`config.mk`:
```
export PLATFORM = sky130hd
export DESIGN_NAME = fifo_read_arbiter
export DESIGN_NICKNAME = d
export VERILOG_FILES = /design/src/rtl/fifo_read_arbiter.sv
export SDC_FILE = /design/constraint.sdc
export NUM_CORES = 1
export LEC_CHECK = 0
export ABC_CLOCK_PERIOD_IN_PS = 2300
export CAP_MARGIN = 40
export CELL_PAD_IN_SITES_DETAIL_PLACEMENT = 2
export CELL_PAD_IN_SITES_GLOBAL_PLACEMENT = 2
export CORE_ASPECT_RATIO = 0.6
export CORE_MARGIN = 3
export CORE_UTILIZATION = 20
export CTS_BUF_LIST = sky130_fd_sc_hd__clkbuf_8
export CTS_CLUSTER_SIZE = 30
export DETAILED_ROUTE_END_ITERATION = 6
export PLACE_DENSITY_LB_ADDON = 0.1
export SLEW_MARGIN = 20
export SYNTH_ARGS = -nofsm -noshare
export SYNTH_HDL_FRONTEND = slang
export SYNTH_SLANG_ARGS = --single-unit
```
`constraint.sdc`:
```
create_clock -name clk -period 2.3 [get_ports clk]
set_input_delay 0.46 -clock clk [delete_from_list [all_inputs] [get_ports clk]]
set_output_delay 0.46 -clock clk [all_outputs]
set_load 0.005 [all_outputs]
```
`src/rtl/fifo_read_arbiter.sv`:
```
`default_nettype none
// ============================================================================
// Module      : fifo_read_arbiter
// Description : Drains NUM_FIFOS upstream synchronous FIFOs into a single
//               registered valid/ready output stage. Selection is
//               round-robin, starting one past the last FIFO granted.
//               Throughput is one entry per cycle.
//               Optional macro FIFO_ARB_BURST_EN: the last granted FIFO keeps
//               priority for up to BURST_LEN consecutive grants (ARB/BURST
//               FSM). Without the macro the arbiter is pure per-entry
//               round-robin and no burst counter is built.
// Ports       : clk       - single clock, rising edge
//               rstb      - asynchronous active-low reset
//               enable    - while low, no new FIFO reads are issued
//               fifoEmpty - per-FIFO empty flags (authoritative)
//               fifoOut   - per-FIFO head data, FIFO i at [i*DATA_WIDTH +: DATA_WIDTH]
//               fifoRead  - one-hot-or-zero read strobes (combinational)
//               outReady  - downstream can accept
//               outValid  - outData/outSrc hold a valid entry
//               outData   - registered granted entry
//               outSrc    - index of the FIFO that supplied outData
// Revision    : 1.0 - initial release
// ============================================================================
module fifo_read_arbiter #(
    parameter int NUM_FIFOS  = 4,
    parameter int DATA_WIDTH = 91,
    parameter int IDX_WIDTH  = 3,
    parameter int BURST_LEN  = 4
) (
    input  logic                            clk,
    input  logic                            rstb,
    input  logic                            enable,
    input  logic [NUM_FIFOS-1:0]            fifoEmpty,
    input  logic [NUM_FIFOS*DATA_WIDTH-1:0] fifoOut,
    output logic [NUM_FIFOS-1:0]            fifoRead,
    input  logic                            outReady,
    output logic                            outValid,
    output logic [DATA_WIDTH-1:0]           outData,
    output logic [IDX_WIDTH-1:0]            outSrc
);

    // Elaboration-time legality check of the parameter set.
    generate
        if ((NUM_FIFOS < 2) || (NUM_FIFOS > 8) || ((2 ** IDX_WIDTH) < NUM_FIFOS) ||
            (BURST_LEN < 1) || (BURST_LEN > 15)) begin : g_bad_params
            $error("fifo_read_arbiter: illegal parameter combination");
        end
    endgenerate

    logic [NUM_FIFOS-1:0]  w_req;
    logic                  w_slot_free;
    logic [IDX_WIDTH-1:0]  r_last;
    logic                  w_above_found;
    logic [IDX_WIDTH-1:0]  w_above_idx;
    logic                  w_any_found;
    logic [IDX_WIDTH-1:0]  w_any_idx;
    logic [IDX_WIDTH-1:0]  w_rr_idx;
    logic                  w_hold;
    logic [IDX_WIDTH-1:0]  w_gnt_idx;
    logic                  w_grant;
    logic [DATA_WIDTH-1:0] w_gnt_data;

    assign w_req       = ~fifoEmpty;
    assign w_slot_free = ~outValid | outReady;

    // Round-robin search starting at r_last+1 (mod NUM_FIFOS), done as two
    // priority passes: the lowest requester above r_last wins; if there is
    // none, the search has wrapped and the lowest requester overall wins.
    // Iterating downward lets the lowest index overwrite higher ones.
    always_comb begin : p_rr_search
        w_above_found = 1'b0;
        w_above_idx   = '0;
        w_any_found   = 1'b0;
        w_any_idx     = '0;
        for (int i = NUM_FIFOS - 1; i >= 0; i--) begin
            if (w_req[i]) begin
                w_any_found = 1'b1;
                w_any_idx   = IDX_WIDTH'(i);
                if (IDX_WIDTH'(i) > r_last) begin
                    w_above_found = 1'b1;
                    w_above_idx   = IDX_WIDTH'(i);
                end
            end
        end
    end

    assign w_rr_idx = w_above_found ? w_above_idx : w_any_idx;

`ifdef FIFO_ARB_BURST_EN
    typedef enum logic [0:0] {
        ARB   = 1'b0,
        BURST = 1'b1
    } state_t;

    localparam logic [3:0] c_BURST_MAX = 4'(BURST_LEN);

    state_t     r_state;
    state_t     w_state_nxt;
    logic [3:0] r_cnt;
    logic [3:0] w_cnt_nxt;
    logic       w_last_req;

    always_comb begin : p_last_req
        w_last_req = 1'b0;
        for (int i = 0; i < NUM_FIFOS; i++) begin
            if (IDX_WIDTH'(i) == r_last) begin
                w_last_req = w_req[i];
            end
        end
    end

    // The burst owner keeps priority while it still has data and its
    // allowance is not used up; otherwise normal round-robin applies.
    assign w_hold = (r_state == BURST) && w_last_req && (r_cnt < c_BURST_MAX);

    always_ff @(posedge clk or negedge rstb) begin : p_fsm_reg
        if (!rstb) begin
            r_state <= ARB;
            r_cnt   <= '0;
        end else begin
            r_state <= w_state_nxt;
            r_cnt   <= w_cnt_nxt;
        end
    end

    always_comb begin : p_fsm_nxt
        w_state_nxt = r_state;
        w_cnt_nxt   = r_cnt;
        if (w_grant) begin
            // A round-robin grant (re)starts a burst on the winner.
            w_state_nxt = BURST;
            w_cnt_nxt   = w_hold ? (r_cnt + 4'd1) : 4'd1;
        end else if ((r_state == BURST) && !w_hold) begin
            w_state_nxt = ARB;
            w_cnt_nxt   = '0;
        end
    end
`else
    assign w_hold = 1'b0;
`endif

    assign w_gnt_idx = w_hold ? r_last : w_rr_idx;
    assign w_grant   = enable & w_slot_free & (w_hold | w_any_found);

    // Read strobe and data mux share the same decode of the grant index.
    // fifoRead is additionally forced low while reset is asserted.
    always_comb begin : p_read_strobe
        fifoRead   = '0;
        w_gnt_data = '0;
        for (int i = 0; i < NUM_FIFOS; i++) begin
            if (w_grant && (w_gnt_idx == IDX_WIDTH'(i))) begin
                fifoRead[i] = rstb;
                w_gnt_data  = fifoOut[i*DATA_WIDTH +: DATA_WIDTH];
            end
        end
    end

    always_ff @(posedge clk or negedge rstb) begin : p_out_reg
        if (!rstb) begin
            outValid <= 1'b0;
            outData  <= '0;
            outSrc   <= '0;
            r_last   <= IDX_WIDTH'(NUM_FIFOS - 1);
        end else if (w_grant) begin
            // A grant both fills an empty slot and replaces an entry being
            // consumed this cycle, so valid stays high at full throughput.
            outValid <= 1'b1;
            outData  <= w_gnt_data;
            outSrc   <= w_gnt_idx;
            r_last   <= w_gnt_idx;
        end else if (outValid && outReady) begin
            outValid <= 1'b0;
        end
    end

endmodule
`default_nettype wire

```
==> impl_results.md, run 1 <==
* R2r setup slk at -0.01 ns
* Tcrit/Tclk final at 106%
* PwrDens at 659 nW/µm²
* Mapped Area at 6730 µm²
* Die Wd at 243 µm
* Worst path required time at 1.84 ns
* Full die area at 35900 µm²
* Hold/Removal Path Class: in2async
* Status: finished, violations left
* Library cells used by synthesis at 31
* Area Growth Syn to Fin at 103%
* Final hold vios at 0
* Delay-heaviest family, CP: buffers and inverters
* Clock Tree Root: clkbuf_8
* RSZ-0062 raised after global routing: yes
* Worst path most repeated cell: buf_4
* Clk sinks at 96
* CTS tree: yes
* DRT iter0 DRCs at 225
* DR vias at 7480
* Routability cong. at between 0.7 and 0.8
* Clock latency on the worst-skew pair at 0.42 ns
* Peak supply drop at 0.238 mV
* Crit. End Element: primary output
* Worst-path maximum fanout at 3
* Max Fclk at slightly above 0.4 GHz
* HPWL after DPL at between 20000 and 30000 µm
* Number of global-route vias before repair at about 8000
* DP Area at 12200 µm²
* Final Util at 41.6%
* First-pass GRT wire length at 55100 µm
* Final Hold Slack at ~0.14 ns
* Syn Nets at 1024
* Vias/cell at between 4 and 5
* Cell Rows at between 50 and 60
* Pre-Repair DR Iteration Count at 4
* Clock period minus worst slack at 2.44 ns
* MaxCap Viol Count at 0
* WP data arrival at 1.98 ns
* Pin count of the biggest net entering global routing at 97
* Failing checks: negative setup slack
* Critical path class: in2out
* Syn_area_per_cell at 10.3 µm²
* Syn. warnings at 0
* Critical Path Slowest Stage Cell: clkdlybuf4s50_1
* Clock Skew at 0.0103 ns
* Share of cells above drive strength 1 at 24.2%
* CTS Buffer Depth at 2
* Core Box Area at 32800 µm²
* Startpoint types: input pin
* Post-DRT Antenna Nets at 0
* Num CTS Buffers at 9
* DRC Markers at 0
* Synth Register Bits at 96
* Mapped Cells at about 650
* Layout Nets at 1519
* CP peak stage delay at 0.48 ns
* Final setup vio count at 5
* # IOs at about 470
* Die Y at 148 µm
* Total Power at 9.00 mW
* CTS clk-pin slew, worst paths at about 0.11 ns
* Starting Density at 20.5%
* WL/cell at 25.1 µm
* CTS H-tree depth at 3
* Total track usage at ~20%
* Final Max Tran Viols at 0
* Global route total overflow at 0
* Worst-Margin Slew at 0.603 ns
* Leakage power figure at 5.21 nW
* Initial antenna violation count at 5
* Worst path buffer plus inverter count at 4
* Slew Limit Headroom at 59.8%
* Fin worst setup slack at -0.139 ns
* Post-route cell area at roughly 14000 µm²
* Number of buffers added on ports at 469
* Seq/Total Area, Yosys at 35.8%
* Worst path cell trace: clkdlybuf4s50_1 -> nand2_1 -> buf_4 -> o211a_4 -> nand2_2 -> buf_4 -> nor3_2 -> buf_2
* DRT Wirelength at 40300 µm
==> final timing paths <==
check | cells after the start | end | start
min in group clk | 2 | outData[59] | outData[59]
worst max register to register | 11 | outData[77] | r_last[1]
worst min register to register | 2 | outData[59] | outData[59]
worst min-delay path | 2 | outData[27] | rstb
worst max-delay path | 8 | fifoRead[2] | fifoEmpty[1]
max in group asynchronous | 2 | outData[86] | rstb
==> registers in the layout, summed over array words and instances (netlist names) <==
name / cells
outData: 91
outSrc: 2
outValid: 1
r_last: 2
==> metrics by stage <==
step | setup TNS [ns] | instances | setup WS (ns)
finish | -0.489 | 1604 | -0.139
global route | -1.95 | 1604 | -0.196
CTS | -0.492 | 1590 | -0.142
detailed placement | -34.15 | 1559 | -0.546
global placement | -29.88 | 1559 | -0.554
floorplan | 0 | 652 | 0.168
==> repair_timing <==
action,CTS,global route
hold buffers,0,0
cloned,2,10
setup buffers,13,5
setup endpoints to repair,25,67
pin swaps,6,36
resized for setup,70,121
==> report_power, final <==
| group | switching, mW | internal (mW) | total, mW |
|---|---|---|---|
| clock | 0.709 | 0.475 | 1.18 |
| combinational | 2.28 | 3.02 | 5.30 |
| sequential | 0.305 | 2.21 | 2.52 |
==> cell families after synthesis <==
| group | Yosys count | share of synthesized area (%) |
|---|---|---|
| compound gates | 183 | 27.4 |
| mux | 103 | 15.4 |
| simple gates | 198 | 14.5 |
| buf+inv | 71 | 6.85 |
| flops | 96 | 35.8 |
| other cells | 1 | 0.0558 |
==> synth_stat cells <==
| library cell | count | area share [%] |
|---|---|---|
| o21ai_0 | 3 | 0.22 |
| dfstp_2 | 2 | 0.78 |
| nand2b_1 | 4 | 0.37 |
| o211a_1 | 1 | 0.15 |
| or3b_1 | 1 | 0.13 |
| mux2_4 | 1 | 0.22 |
| o22a_1 | 1 | 0.13 |
| a211oi_1 | 68 | 7.6 |
| nor3_1 | 2 | 0.15 |
| o22ai_1 | 1 | 0.093 |
| a21oi_1 | 3 | 0.22 |
| buf_4 | 9 | 1.0 |
| and3_1 | 80 | 7.4 |
| o221ai_1 | 11 | 1.4 |
| buf_2 | 14 | 1.0 |
| buf_6 | 6 | 1.0 |
| a211oi_2 | 92 | 17 |
| nand3_2 | 1 | 0.15 |
| nand2_1 | 20 | 1.1 |
| and2_1 | 2 | 0.19 |
| dfrtp_1 | 94 | 35 |
| clkbuf_1 | 34 | 1.9 |
| nor2b_1 | 2 | 0.19 |
| mux2i_1 | 102 | 15 |
| conb_1 | 1 | 0.056 |
| a21o_1 | 1 | 0.11 |
| o21ai_2 | 1 | 0.13 |
| o2111ai_2 | 1 | 0.22 |
| nor2_1 | 86 | 4.8 |
| inv_1 | 2 | 0.11 |
| buf_12 | 6 | 1.8 |
==> area by class of cell <==
type / count / area [µm²]
repair buffers: 553 / 5830
well taps: 450 / 563
flip-flops and latches: 96 / 2400
clock buffers: 12 / 165
clock inverters: 4 / 20.0
fillers: 3441 / 19200
diodes: 2 / 5.00
inverters: 2 / 7.51
multi-input cells: 485 / 4640
==> per-layer routing <==
metal | global-route usage [%] | routed length [µm] | vias to the layer above
met1 | 25.8 | 17600 | 3794
met5 | 0 | 46 | -
met4 | 3.28 | 352 | 6
met2 | 35.1 | 19900 | 209
met3 | 6.32 | 2410 | 25
li1 | - | - | 3446
==> layout by cell type (no fill, tap or decap), types with 3 or more instances in the layout <==
cell	count
buf_2	3
clkdlybuf4s50_1	461
buf_8	5
nor2_1	86
a211oi_4	23
a211oi_1	53
buf_4	39
buf_6	12
nand2b_1	4
nand2_1	17
and3_4	5
dfrtp_1	94
buf_16	5
o221ai_1	11
buf_12	18
mux2i_2	15
clkbuf_8	12
and3_1	75
clkbuf_16	7
mux2i_4	27
inv_1	4
mux2i_1	60
dlygate4sd2_1	3
a211oi_2	84
==> worst register-to-register path, cell delays in order, from the launching register on <==
cell and delay, ns:
dfstp_2 0.58, buf_6 0.12, mux2_4 0.31, o22ai_4 0.10
a21o_4 0.14, buf_6 0.15, buf_8 0.13, buf_12 0.16
buf_12 0.13, mux2i_1 0.17, buf_4 0.14, a211oi_2 0.05
(Power assumes the default switching activity.)
==> run 2: changes to the inputs <==
- HOLD_SLACK_MARGIN: unset -> 0.02
- TNS_END_PERCENT: unset -> 5
==> impl_results.md, run 2 (synthesized netlist as in run 1, its figures left out) <==
* Fillcell total at 3536 (+2.8%)
* Final hold vios at 0 (unchanged)
* Worst-path maximum fanout at 4 (+1)
* Number of buffers added on ports at 469 (unchanged)
* CP peak stage delay at 0.58 ns (+0.10 ns)
* Layout Nets at 1500 (-1.3%)
* Clock period minus worst slack at 2.38 ns (-0.0641 ns)
* Max reg flops at 91 (unchanged)
* DRT iter0 DRCs at 206 (-8.4%)
* Failing checks: negative setup slack
* Startpoint types: flip-flop
* P_int at 5.26 mW (-7.7%)
* Hold/Removal Path Class: in2async
* Clock latency on the worst-skew pair at 0.42 ns (about the same)
* CTS clk-pin slew, worst paths at 0.11 ns (about the same)
* Total track usage at 20.2% (-0.25 points)
* Sw power at 2.98 mW (-9.5%)
* Tcrit/Tclk final at 103% (-2.8 points)
* CTS Buffer Depth at 2 (unchanged)
* Pre-Repair DR Iteration Count at 4 (unchanged)
* Seq pwr share at 30.4% (+2.4 points)
* Clock Tree Root: clkbuf_8
* Switch share at 36.2% (-0.44 points)
* RSZ-0062 raised after global routing: yes
* # IOs at 471 (unchanged)
* Status: finished, violations left
* Setup TNS at -0.234 ns (+0.256 ns)
* Num CTS Buffers at 9 (unchanged)
* Worst path most repeated cell: buf_6
* Final Util at 38.6% (-3.0 points)
* PwrDens at 651 nW/µm² (-1.3%)
* CTS H-tree depth at 3 (unchanged)
* HPWL after DPL at 28400 µm (unchanged)
* WP data arrival at 1.92 ns (-0.06 ns)
* Global route total overflow at 0 (unchanged)
* Register area at 2400 µm² (unchanged)
* Full die area at 35900 µm² (unchanged)
* Max Fclk at 0.421 GHz (+2.7%)
* Die Wd at 243 µm (unchanged)
* Crit. End Element: primary output
* Starting Density at 20.5% (unchanged)
* Initial antenna violation count at 4 (-1)
* Clock Skew at 0.0108 ns (+0.000554 ns)
* Number of global-route vias before repair at 8129 (-1.1%)
* Layout Cells excl Fill at 1584 (-1.2%)
* DRT Wirelength at 37300 µm (-7.5%)
* Inst Count DP at 1559 (unchanged)
* Share of cells above drive strength 1 at 19.0% (-5.2 points)
* DRC Markers at 0 (unchanged)
* Proportion of power drawn by the clock network at 14.3% (+1.1 points)
* Commonest cells after routing, fill and taps aside: clkdlybuf4s50_1 (460), dfrtp_1 (94), a211oi_2 (91)
* Hold buffer count at CTS at 0 (unchanged)
* Top flop regs: outData x91, outSrc x2, r_last x2
* Routability cong. at 0.778 (unchanged)
* Final Max Tran Viols at 0 (unchanged)
* Critical Path Slowest Stage Cell: dfstp_2
* Vias/cell at 4.59 (-1.5%)
* Post-DRT Antenna Nets at 0 (unchanged)
* Worst path buffer plus inverter count at 2 (-2)
* WL/cell at 23.5 µm (-6.4%)
* Worst-Margin Slew at 0.602 ns (-0.00151 ns)
* Core Box Area at 32800 µm² (unchanged)
* Pin count of the biggest net entering global routing at 97 (unchanged)
* Final setup vio count at 5 (unchanged)
* Critical path class: reg2out
* Delay-heaviest family, CP: flip-flops
* CTS tree: yes
* Worst path cell trace: or3b_4 -> o2111ai_4 -> buf_6 -> a21oi_4 -> and2_4 -> buf_6
* Area Growth Syn to Fin at 88.3%
* Clk sinks at 96 (unchanged)
* Largest Register: outData
* Leakage power figure at 5.01 nW (-3.8%)
* Fin worst setup slack at -0.0754 ns (+0.0641 ns)
* Slew Limit Headroom at 59.9% (+0.10 points)
* Worst path required time at 1.84 ns (about the same)
* Peak supply drop at 0.280 mV (+18%)
* Die Y at 148 µm (unchanged)
* MaxCap Viol Count at 0 (unchanged)
* Logic pwr share at 55.2% (-3.7 points)
* Footprint of the multi-input gates at 4120 µm² (-11%)
* Total Power at 8.24 mW (-8.4%)
* Most common cell after layout, fill and taps aside: clkdlybuf4s50_1
* Cell Rows at 51 (unchanged)
* DR vias at 7274 (-2.8%)
* First-pass GRT wire length at 54500 µm (-1.0%)
[run 2: cell types whose count changed in the layout (fill, tap and decap cells not counted), moves of 5 or more]
cell,before,now
buf_12,18,13
mux2i_4,27,5
and3_4,5,0
clkbuf_16,7,0
buf_16,5,0
a211oi_2,84,91
mux2i_2,15,9
a211oi_4,23,4
a211oi_1,53,65
and3_1,75,80
mux2i_1,60,88
[run 2: cell type report]
class / count / share of cell area [%]
multi-input cells: 485 / 32.5
inverters: 2 / 0.0593
clock inverters: 4 / 0.158
repair buffers: 534 / 42.5
clock buffers: 12 / 1.30
diodes: 1 / 0.0198
well taps: 450 / 4.45
flip-flops and latches: 96 / 19.0
[run 2: layer usage]
layer,global-route usage (%),routed length [µm],up-vias
li1,-,-,3413
met1,25.6,16300,3635
met2,34.6,18400,199
met3,6.27,2190,21
met4,3.10,303,6
met5,0,41,-
[run 2: final timing paths]
check,start,to,slack (ns),cells after the start
min reg2reg,outData[59],outData[59],0.49,2
max in group asynchronous,rstb,outData[80],1.72,2
min in group clk,outData[59],outData[59],0.49,2
min,rstb,outData[27],0.13,2
max,r_last[1],fifoRead[1],-0.08,6
max reg2reg,r_last[1],outData[35],0,10
[run 2: repair_timing]
| item | in CTS | in global routing |
|---|---|---|
| gates resized for setup | 47 | 34 |
| pin swaps | 6 | 5 |
| endpoints found under the hold margin | 0 | 0 |
| endpoints found under the setup margin | 25 | 73 |
| setup buffers | 7 | 1 |
[run 2: metrics by stage]
step / instance area [µm²] / worst slack, ns / hold slack [ns]
floorplan: 6730 / 0.168 / 0.164
global placement: 12200 / -0.554 / 0.459
detailed placement: 12200 / -0.546 / 0.477
CTS: 12500 / -0.141 / 0.133
global route: 12700 / -0.189 / 0.151
finish: 12700 / -0.0754 / 0.135
[run 2: power groups by stage]
stage	Sequential (mW)	Clock [mW]	Combinational [mW]
after global routing	2.58	1.32	4.88
after global placement	2.51	0	4.34
final	2.51	1.18	4.55
after detailed placement	2.55	0	4.39
after CTS	2.51	1.26	4.53
after floorplan	2.56	0	1.80
[run 2: worst register-to-register path: cells and delay by family, from the launching register on]
family | cells | cell delay (ns)
AO/OA/AOI/OAI | 3 | 0.30
flip-flops | 1 | 0.58
multiplexers | 2 | 0.62
buffers and inverters | 5 | 0.70
